`config.mk`:
```
export PLATFORM = sky130hd
export DESIGN_NAME = mtr_pwm_decoder
export DESIGN_NICKNAME = d
export VERILOG_FILES = /design/src/rtl/mtr_pkg.sv /design/src/rtl/mtr_pwm_chan.sv /design/src/rtl/mtr_pwm_decoder.sv
export SDC_FILE = /design/constraint.sdc
export NUM_CORES = 1
export LEC_CHECK = 0
export CORE_ASPECT_RATIO = 0.7
export CORE_MARGIN = 1
export CORE_UTILIZATION = 45
export DETAILED_ROUTE_END_ITERATION = 16
export PLACE_DENSITY = 0.67
export SYNTH_ARGS = -nofsm -noshare
export SYNTH_HDL_FRONTEND = slang
export SYNTH_SLANG_ARGS = --single-unit
export TNS_END_PERCENT = 10
```
`constraint.sdc`:
```
create_clock -name clk -period 2.49 [get_ports clk]
set_input_delay 0.249 -clock clk [delete_from_list [all_inputs] [get_ports clk]]
set_output_delay 0.249 -clock clk [all_outputs]
set_load 0.01 [all_outputs]
```
`src/rtl/mtr_pkg.sv`:
```
// Shared types and defaults for the motor PWM loop-back decoder.
// Magnitude width and PWM period are tied: 2^MAG_W == PERIOD.
package mtr_pkg;

    localparam int PERIOD = 1024;
    localparam int MAG_W  = 10;
    localparam int CMD_W  = MAG_W + 1;

    typedef struct packed {
        logic             dir;
        logic [MAG_W-1:0] mag;
    } mtr_cmd_t;

endpackage

```
`src/rtl/mtr_pwm_chan.sv`:
```
// One motor channel: fwd/rev high-time counters, window-end decision, sticky flags.
// Latency: meas and flags register on the edge after the deciding sample.
// Backpressure: none; a sample is consumed every clock.
module mtr_pwm_chan
    import mtr_pkg::*;
(
    input  logic     clk,
    input  logic     rst,
    input  logic     fwd,
    input  logic     rev,
    input  logic     win_end,
    input  logic     clr,
    input  logic     clr_fault,
    output mtr_cmd_t meas,
    output logic     shoot,
    output logic     mix
);

    localparam logic [MAG_W-1:0] CNT_MAX = {MAG_W{1'b1}};

    logic [MAG_W-1:0] fwd_cnt_q, fwd_cnt_d;
    logic [MAG_W-1:0] rev_cnt_q, rev_cnt_d;
    logic [MAG_W-1:0] fwd_tot, rev_tot;
    mtr_cmd_t         meas_q, meas_d;
    logic             shoot_q, shoot_d;
    logic             mix_q, mix_d;

    always_comb begin
        // Totals include the current sample so the window-end cycle counts.
        fwd_tot   = (fwd && (fwd_cnt_q != CNT_MAX)) ? fwd_cnt_q + 1'b1 : fwd_cnt_q;
        rev_tot   = (rev && (rev_cnt_q != CNT_MAX)) ? rev_cnt_q + 1'b1 : rev_cnt_q;
        fwd_cnt_d = fwd_tot;
        rev_cnt_d = rev_tot;
        meas_d    = meas_q;
        shoot_d   = (shoot_q & ~clr_fault) | (fwd & rev);
        mix_d     = mix_q & ~clr_fault;

        if (win_end) begin
            fwd_cnt_d = '0;
            rev_cnt_d = '0;
            if (rev_tot == '0) begin
                meas_d = '{dir: 1'b0, mag: fwd_tot};
            end else if (fwd_tot == '0) begin
                meas_d = '{dir: 1'b1, mag: rev_tot};
            end else begin
                mix_d = 1'b1;
            end
        end

        if (clr) begin
            fwd_cnt_d = '0;
            rev_cnt_d = '0;
        end
    end

    always_ff @(posedge clk or posedge rst) begin
        if (rst) begin
            fwd_cnt_q <= '0;
            rev_cnt_q <= '0;
            meas_q    <= '0;
            shoot_q   <= 1'b0;
            mix_q     <= 1'b0;
        end else begin
            fwd_cnt_q <= fwd_cnt_d;
            rev_cnt_q <= rev_cnt_d;
            meas_q    <= meas_d;
            shoot_q   <= shoot_d;
            mix_q     <= mix_d;
        end
    end

    assign meas  = meas_q;
    assign shoot = shoot_q;
    assign mix   = mix_q;

endmodule

```
`src/rtl/mtr_pwm_decoder.sv`:
```
// Loop-back monitor rebuilding left/right signed-magnitude commands from PWM pins.
// Latency: meas/meas_vld one edge after window end; +2 cycles pin delay with MTR_DEC_SYNC_EN.
// Backpressure: none; meas_vld is a one-cycle pulse with no ready.
module mtr_pwm_decoder #(
    parameter int PERIOD = mtr_pkg::PERIOD,
    parameter int MAG_W  = mtr_pkg::MAG_W
) (
    input  logic           clk,
    input  logic           rst,
    input  logic           fwd_lft,
    input  logic           rev_lft,
    input  logic           fwd_rht,
    input  logic           rev_rht,
    input  logic           win_clr,
    input  logic           clr_fault,
    output logic [MAG_W:0] lft_meas,
    output logic [MAG_W:0] rht_meas,
    output logic           meas_vld,
    output logic           shoot_lft,
    output logic           shoot_rht,
    output logic           mix_lft,
    output logic           mix_rht
);

    import mtr_pkg::*;

    logic [3:0] pins;

`ifdef MTR_DEC_SYNC_EN
    logic [3:0] pin_s1_q, pin_s2_q;

    always_ff @(posedge clk or posedge rst) begin
        if (rst) begin
            pin_s1_q <= '0;
            pin_s2_q <= '0;
        end else begin
            pin_s1_q <= {fwd_lft, rev_lft, fwd_rht, rev_rht};
            pin_s2_q <= pin_s1_q;
        end
    end

    assign pins = pin_s2_q;
`else
    assign pins = {fwd_lft, rev_lft, fwd_rht, rev_rht};
`endif

    logic [MAG_W-1:0] win_cnt_q, win_cnt_d;
    logic             win_end;
    logic             chan_end;
    logic             meas_vld_q, meas_vld_d;

    always_comb begin
        win_end    = (win_cnt_q == MAG_W'(PERIOD - 1));
        // A restart on the boundary cycle suppresses that window's result.
        chan_end   = win_end & ~win_clr;
        win_cnt_d  = win_end ? '0 : win_cnt_q + 1'b1;
        if (win_clr) begin
            win_cnt_d = '0;
        end
        meas_vld_d = chan_end;
    end

    always_ff @(posedge clk or posedge rst) begin
        if (rst) begin
            win_cnt_q  <= '0;
            meas_vld_q <= 1'b0;
        end else begin
            win_cnt_q  <= win_cnt_d;
            meas_vld_q <= meas_vld_d;
        end
    end

    mtr_cmd_t lft_cmd, rht_cmd;

    mtr_pwm_chan u_lft (
        .clk       (clk),
        .rst       (rst),
        .fwd       (pins[3]),
        .rev       (pins[2]),
        .win_end   (chan_end),
        .clr       (win_clr),
        .clr_fault (clr_fault),
        .meas      (lft_cmd),
        .shoot     (shoot_lft),
        .mix       (mix_lft)
    );

    mtr_pwm_chan u_rht (
        .clk       (clk),
        .rst       (rst),
        .fwd       (pins[1]),
        .rev       (pins[0]),
        .win_end   (chan_end),
        .clr       (win_clr),
        .clr_fault (clr_fault),
        .meas      (rht_cmd),
        .shoot     (shoot_rht),
        .mix       (mix_rht)
    );

    assign lft_meas = lft_cmd;
    assign rht_meas = rht_cmd;
    assign meas_vld = meas_vld_q;

endmodule

```
==> results of run 1 <==
[Yosys cell counts, drive strengths merged (8+ instances only)]
cell type  instances  area share [%]
nand4             13             2.4
nor2              61             5.4
xor2              11             2.3
o22a               8             1.7
nand3             20             2.4
and3              13             1.9
nand2b             8             1.2
xnor2              9             1.9
a21oi             13             1.8
inv                8            0.71
mux2i             27             6.4
clkbuf            10            0.89
dfrtp             77              46
nand2             36             3.2
o21ai             23             2.7
nor3               8             1.2
mux2              12             3.2
[worst reg2reg max path, cell delays in order (launching register included)]
cell and delay, ns:
dfrtp_1 0.39, ha_4 0.18, and4_4 0.24, and3_4 0.21, and3_1 0.15, o21ai_0 0.07
or3b_4 0.44, a21oi_4 0.19, buf_12 0.15, mux2_2 0.34
[report_power, final]
part	switching, uW	internal, uW	leakage, uW
Clock	504	929	0.000163
Sequential	23.2	1270	0.00106
Combinational	190	168	0.00135
Total	717	2370	0.00257
[through the flow]
stage	power, uW	setup slack (ns)	hold WS [ns]	std cells
2_1_floorplan	1510	-0.0345	0.315	429
3_3_place_gp	1640	-0.264	0.472	649
3_5_place_dp	1650	-0.357	0.477	649
4_1_cts	3090	-0.00117	0.280	668
5_1_grt	3200	-0.116	0.309	671
6_report	3090	0.0190	0.269	671
[final timing paths]
path | start | endpoint | slack, ns | cells past startpoint
max reg2reg | u_rht.fwd_cnt_q[1]$_DFF_PP0_ | u_rht.meas[2]$_DFFE_PP0P_ | 0.02 | 9
min reg2reg | win_cnt_q[0]$_DFF_PP0_ | win_cnt_q[0]$_DFF_PP0_ | 0.49 | 1
max | u_rht.fwd_cnt_q[1]$_DFF_PP0_ | u_rht.meas[2]$_DFFE_PP0P_ | 0.02 | 9
max in group asynchronous | rst | u_lft.rev_cnt_q[0]$_DFF_PP0_ | 1.68 | 3
min | rst | meas_vld$_DFF_PP0_ | 0.27 | 2
min in group clk | win_cnt_q[0]$_DFF_PP0_ | win_cnt_q[0]$_DFF_PP0_ | 0.49 | 1
[registers in the layout, summed over array words and instances (netlist names)]
register	count
u_lft.meas	11
u_rht.mix	1
u_rht.rev_cnt_q	10
u_lft.fwd_cnt_q	10
u_lft.mix	1
win_cnt_q	10
u_lft.shoot	1
u_rht.meas	11
u_rht.shoot	1
u_rht.fwd_cnt_q	10
meas_vld	1
u_lft.rev_cnt_q	10
[repair_timing]
action / CTS / global route
setup buffers: 3 / 3
resized for setup: 6 / 20
pin swaps: 4 / 6
endpoints found under the setup margin: 20 / 20
[cell type report]
cell class | instances | area [sq um] | area share [%]
Clock buffer | 12 | 256 | 4.44
Clock inverter | 4 | 70.1 | 1.21
Multi-Input combinational cell | 327 | 2310 | 40.0
Timing Repair Buffer | 119 | 1020 | 17.7
Inverter | 8 | 30.0 | 0.520
Tap cell | 124 | 155 | 2.69
Sequential cell | 77 | 1930 | 33.5
[layer usage]
metal  up-vias  GRT usage (%)  wire length (microns)
li1       1764              -                      -
met1      1831           37.0                   5620
met2       103           33.8                   4860
met3        11           5.49                    658
met4         0           5.71                    103
met5         -              0                      0
[cells by family (layout without fill, tap and decap cells)]
group | count (synthesis) | in the layout | share of synthesized area [%]
AO/OA/AOI/OAI | 77 | 77 | 13.3
XOR/XNOR | 20 | 20 | 4.16
adder cells (fa/ha/maj) | 5 | 5 | 1.49
buffers and inverters | 25 | 143 | 3.12
flip-flops | 77 | 77 | 45.8
multiplexers | 39 | 39 | 9.63
AND/OR/NAND/NOR | 186 | 186 | 22.6
==> flow_metrics.env, run 1 <==
export IMPL_post_route_period_util_pct=99.2
export IMPL_slowest_delay_ns=0.44
export IMPL_setup_viol=0
export IMPL_synth_area_sq_um=4210
export IMPL_finalSetupTns_ns=0
export IMPL_synth_seq_cells=77
export IMPL_crit_path_end_kind="flip-flop"
export IMPL_ios=35
export IMPL_cts_tree="built"
export IMPL_crit_chain="ha_4, and4_4, and3_4, and3_1, o21ai_0, or3b_4, a21oi_4, buf_12, mux2_2"
export IMPL_synth_ff_type="dfrtp_1"
export IMPL_status="completed"
export IMPL_die_x_microns=118
export IMPL_dieHeight_microns=82.9
export IMPL_synth_edf_count=0
export IMPL_grt_pass1_wl_mm=18.4
export IMPL_synth_avg_cell_area_sq_um=9.82
export IMPL_leakage_uw=0.00257
export IMPL_final_nets=555
export IMPL_grtUsageTotal_pct=24.0
export IMPL_period_minus_slack_ns=2.47
export IMPL_drc_errors=0
export IMPL_critPathBufInv=1
export IMPL_cp_slowest_cell="or3b_4"
export IMPL_num_antenna_cells=0
export IMPL_rows=29
export IMPL_start_kind="flip-flop"
export IMPL_worstPathRequired_ns=2.71
export IMPL_vias_per_cell=5.53
export IMPL_firstDrtPassIters=5
export IMPL_wl_per_cell_microns=16.8
export IMPL_netlist_instances=429
export IMPL_crit_type="flip-flop to flip-flop"
export IMPL_cts_buffers=9
export IMPL_ys_seq_area_share_pct=45.8
export IMPL_worstMarginPinSlew_ns=0.536
export IMPL_routabilityCongestion=0.948
export IMPL_dieArea_sq_um=9760
export IMPL_drv_slew=0
export IMPL_cap_violations=0
export IMPL_grt_overflow_total=0
export IMPL_io_buffers=34
export IMPL_stdcell_area_sq_um=5770
export IMPL_fillers=730
export IMPL_hold_buffers=0
export IMPL_hold_path_class="primary input to async pin"
export IMPL_clock_root_buffer="clkbuf_16"
export IMPL_htree_levels=3
export IMPL_utilization_pct=63.6
export IMPL_vias=3709
export IMPL_antenna_found_initial=0
export IMPL_yosysWarnings=0
export IMPL_hpwlAfterDp_mm=8.08
export IMPL_skew_ns=0.00568
export IMPL_clock_sinks=77
export IMPL_area_growth_pct=37.1
export IMPL_drt_iter0_markers=265
export IMPL_synth_nets=442
export IMPL_synth_cell_types=55
export IMPL_clk_pin_slew_ns=0.06
export IMPL_crit_arrival_ns=2.69
export IMPL_grt_pass1_vias=3526
export IMPL_core_area_sq_um=9070
export IMPL_peakVddDrop_mv=0.347
export IMPL_p_per_area_nw_per_um2=535
export IMPL_final_hold_viol_count=0
export IMPL_layout_common_cells="buf_4, dfrtp_1, nor2_1"
export IMPL_drt_wl_total_mm=11.2
export IMPL_timing_fmax_mhz=405
export IMPL_async_flop_share_pct=100
export IMPL_final_common_cell="buf_4"
export IMPL_drive_gt1_share_pct=27.4
export IMPL_clockBufferDepth=2
export IMPL_grt_max_degree=45
export IMPL_clk_latency_ns=0.34
export IMPL_grt_setup_unrepaired="yes"
export IMPL_place_area_sq_um=5280
export IMPL_ant_nets=0
export IMPL_path_max_fanout=10
export IMPL_slew_headroom_pct=64.3
export IMPL_start_util_pct=46.4
export IMPL_cp_top_family="simple AND/OR/NAND/NOR gates"
(Power assumes the default switching activity.)
==> inputs of run 2 (changes only) <==
--- a/config.mk
+++ b/config.mk
@@ -7,9 +7,10 @@
 export LEC_CHECK = 0
 export CORE_ASPECT_RATIO = 0.7
 export CORE_MARGIN = 1
-export CORE_UTILIZATION = 45
+export CORE_UTILIZATION = 25
+export CTS_BUF_LIST = sky130_fd_sc_hd__clkbuf_4
 export DETAILED_ROUTE_END_ITERATION = 16
-export PLACE_DENSITY = 0.67
+export SETUP_SLACK_MARGIN = 0.02
 export SYNTH_ARGS = -nofsm -noshare
 export SYNTH_HDL_FRONTEND = slang
 export SYNTH_SLANG_ARGS = --single-unit
==> run 2 against run 1 <==
The run now ends with negative setup slack left; wire length grew 1.3%; non-clock buffer count rose by 8; cell area grew 0.43%; combinational power is essentially flat; critical path depth grew 1; sequential share of layout area shrank 0.17 points; largest power group is now registers; sequential power is essentially flat; worst hold slack worse by 0.048 ns.
==> flow_metrics.env, run 2 (synthesized netlist as in run 1, its figures left out) <==
export IMPL_status="finished, violations left"
export IMPL_violations="negative setup slack"
export IMPL_regToRegStartpoint="u_rht.fwd_cnt_q[0]$_DFF_PP0_"
export IMPL_startpoint="u_rht.fwd_cnt_q[0]$_DFF_PP0_"
export IMPL_fin_cells=780
export IMPL_hpwlAfterDp_mm=8.13
export IMPL_drt_iter0_markers=248
export IMPL_timing_rr_end="u_rht.meas[2]$_DFFE_PP0P_"
export IMPL_hold_path_class="primary input to async pin"
export IMPL_p_per_area_nw_per_um2=434
export IMPL_wl_per_cell_microns=14.6
export IMPL_grt_pass1_wl_mm=19.1
export IMPL_comb_power_share_pct=14.3
export IMPL_setup_viol=12
export IMPL_crit_arrival_ns=2.86
export IMPL_dp_cells=743
export IMPL_crit_type="flip-flop to flip-flop"
export IMPL_setup_ws_ns=-0.0355
export IMPL_p_switching_uw=668
export IMPL_cp_endpoint="u_rht.meas[2]$_DFFE_PP0P_"
export IMPL_worstPathRequired_ns=2.83
export IMPL_cts_tree="built"
export IMPL_clock_sinks=77
export IMPL_area_growth_pct=37.7
export IMPL_finalSetupTns_ns=-0.310
export IMPL_htree_levels=3
export IMPL_final_hold_viol_count=0
export IMPL_rows=39
export IMPL_leakage_uw=0.00252
export IMPL_start_kind="flip-flop"
export IMPL_clkPwrFrac_pct=34.3
export IMPL_ant_nets=0
export IMPL_stdcell_area_sq_um=5800
export IMPL_cts_buffers=9
export IMPL_clk_latency_ns=0.43
export IMPL_drv_slew=0
export IMPL_grt_pass1_vias=3762
export IMPL_period_minus_slack_ns=2.53
export IMPL_firstDrtPassIters=4
export IMPL_crit_path_end_kind="flip-flop"
export IMPL_p_int_uw=1850
export IMPL_io_buffers=34
export IMPL_grt_overflow_total=0
export IMPL_skew_ns=0.0131
export IMPL_hold_buffers=0
export IMPL_timing_fmax_mhz=396
export IMPL_die_x_microns=157
export IMPL_num_antenna_cells=0
export IMPL_dieHeight_microns=111
export IMPL_grtUsageTotal_pct=13.9
export IMPL_clk_pin_slew_ns=0.13
export IMPL_vias=3708
export IMPL_final_common_cell="buf_4"
export IMPL_layout_common_cells="buf_4, dfrtp_1, nor2_1"
export IMPL_antenna_found_initial=0
export IMPL_multi_input_area_sq_um=2320
export IMPL_reg2reg_setup_slack_ns=-0.04
export IMPL_r2r_cells=10
export IMPL_place_area_sq_um=5340
export IMPL_clockBufferDepth=2
export IMPL_worstMarginPinSlew_ns=0.549
export IMPL_fillers=1666
export IMPL_routabilityCongestion=0.923
export IMPL_drt_wl_total_mm=11.4
export IMPL_final_nets=563
export IMPL_clock_root_buffer="clkbuf_4"
export IMPL_p_sw_share_pct=26.6
export IMPL_post_route_period_util_pct=101
export IMPL_start_util_pct=25.7
export IMPL_seqPwrFrac_pct=51.4
export IMPL_drive_gt1_share_pct=28.5
export IMPL_drc_errors=0
export IMPL_grt_max_degree=78
export IMPL_cap_violations=0
export IMPL_peakVddDrop_mv=0.203
export IMPL_regArea_sq_um=1930
export IMPL_core_area_sq_um=16400
export IMPL_slew_headroom_pct=63.4
export IMPL_ios=35
export IMPL_path_max_fanout=5
export IMPL_grt_setup_unrepaired="yes"
export IMPL_vias_per_cell=4.75
export IMPL_dieArea_sq_um=17400
run 2: cell count changes in the layout (fill, tap and decap cells not counted), sizes merged:
cell,before,now
clkbuf,12,9
clkinv,2,4
clkinvlp,0,1
buf,85,93
run 2: worst min path at each step:
stage / to / depth (start not counted)
6_report: win_cnt_q[5]$_DFF_PP0_ / 3
3_3_place_gp: win_cnt_q[0]$_DFF_PP0_ / 1
3_5_place_dp: u_rht.mix$_DFF_PP0_ / 1
5_1_grt: win_cnt_q[5]$_DFF_PP0_ / 3
4_1_cts: u_rht.meas[7]$_DFFE_PP0P_ / 3
2_1_floorplan: win_cnt_q[6]$_DFF_PP0_ / 1
run 2: repair_timing:
item / in CTS / in global routing
resized for setup: 27 / 19
endpoints found under the setup margin: 22 / 66
pin swaps: 5 / 15
buffers inserted: 16 / 6
cloned: 1 / 0
run 2: area by class of cell:
type	instances	share of cell area, %
inverter	8	0.518
multi-input combinational	327	40.0
timing repair buffer	127	18.6
clock inverter	7	1.55
tap	225	4.86
clock buffer	9	1.17
sequential	77	33.3
run 2: per-layer routing:
metal  up-vias  share of wire (%)  track usage [%]
met2       110                 45             20.9
met3        20                6.0             3.57
li1       1786                  -                -
met4         0                1.4             3.43
met1      1792                 48             19.8
met5         -                  0                0
run 2: metrics by stage:
stage / power (uW) / utilization (%) / hold WS (ns) / setup slack [ns]
finish: 2510 / 35.4 / 0.221 / -0.0355
global route: 2650 / 35.4 / 0.222 / -0.130
floorplan: 1510 / - / 0.315 / -0.0345
CTS: 2530 / 35.0 / 0.218 / -0.0141
detailed placement: 1640 / 32.6 / 0.492 / -0.363
global placement: 1630 / 32.6 / 0.476 / -0.308
run 2: power by group through the flow:
stage               logic (uW)  clock network (uW)  registers, uW
floorplan                  197                   0           1320
global placement           315                   0           1310
detailed placement         322                   0           1310
CTS                        341                 895           1290
global route               395                 954           1300
finish                     360                 861           1290
run 2: critical path, stage by stage, from the launching register on:
cell,delay (ns)
dfrtp_1,0.43
buf_6,0.13
nand4_1,0.14
buf_4,0.19
nor2_4,0.10
mux2i_2,0.24
o211ai_1,0.15
or3b_4,0.41
a21oi_4,0.18
buf_6,0.15
mux2_4,0.30
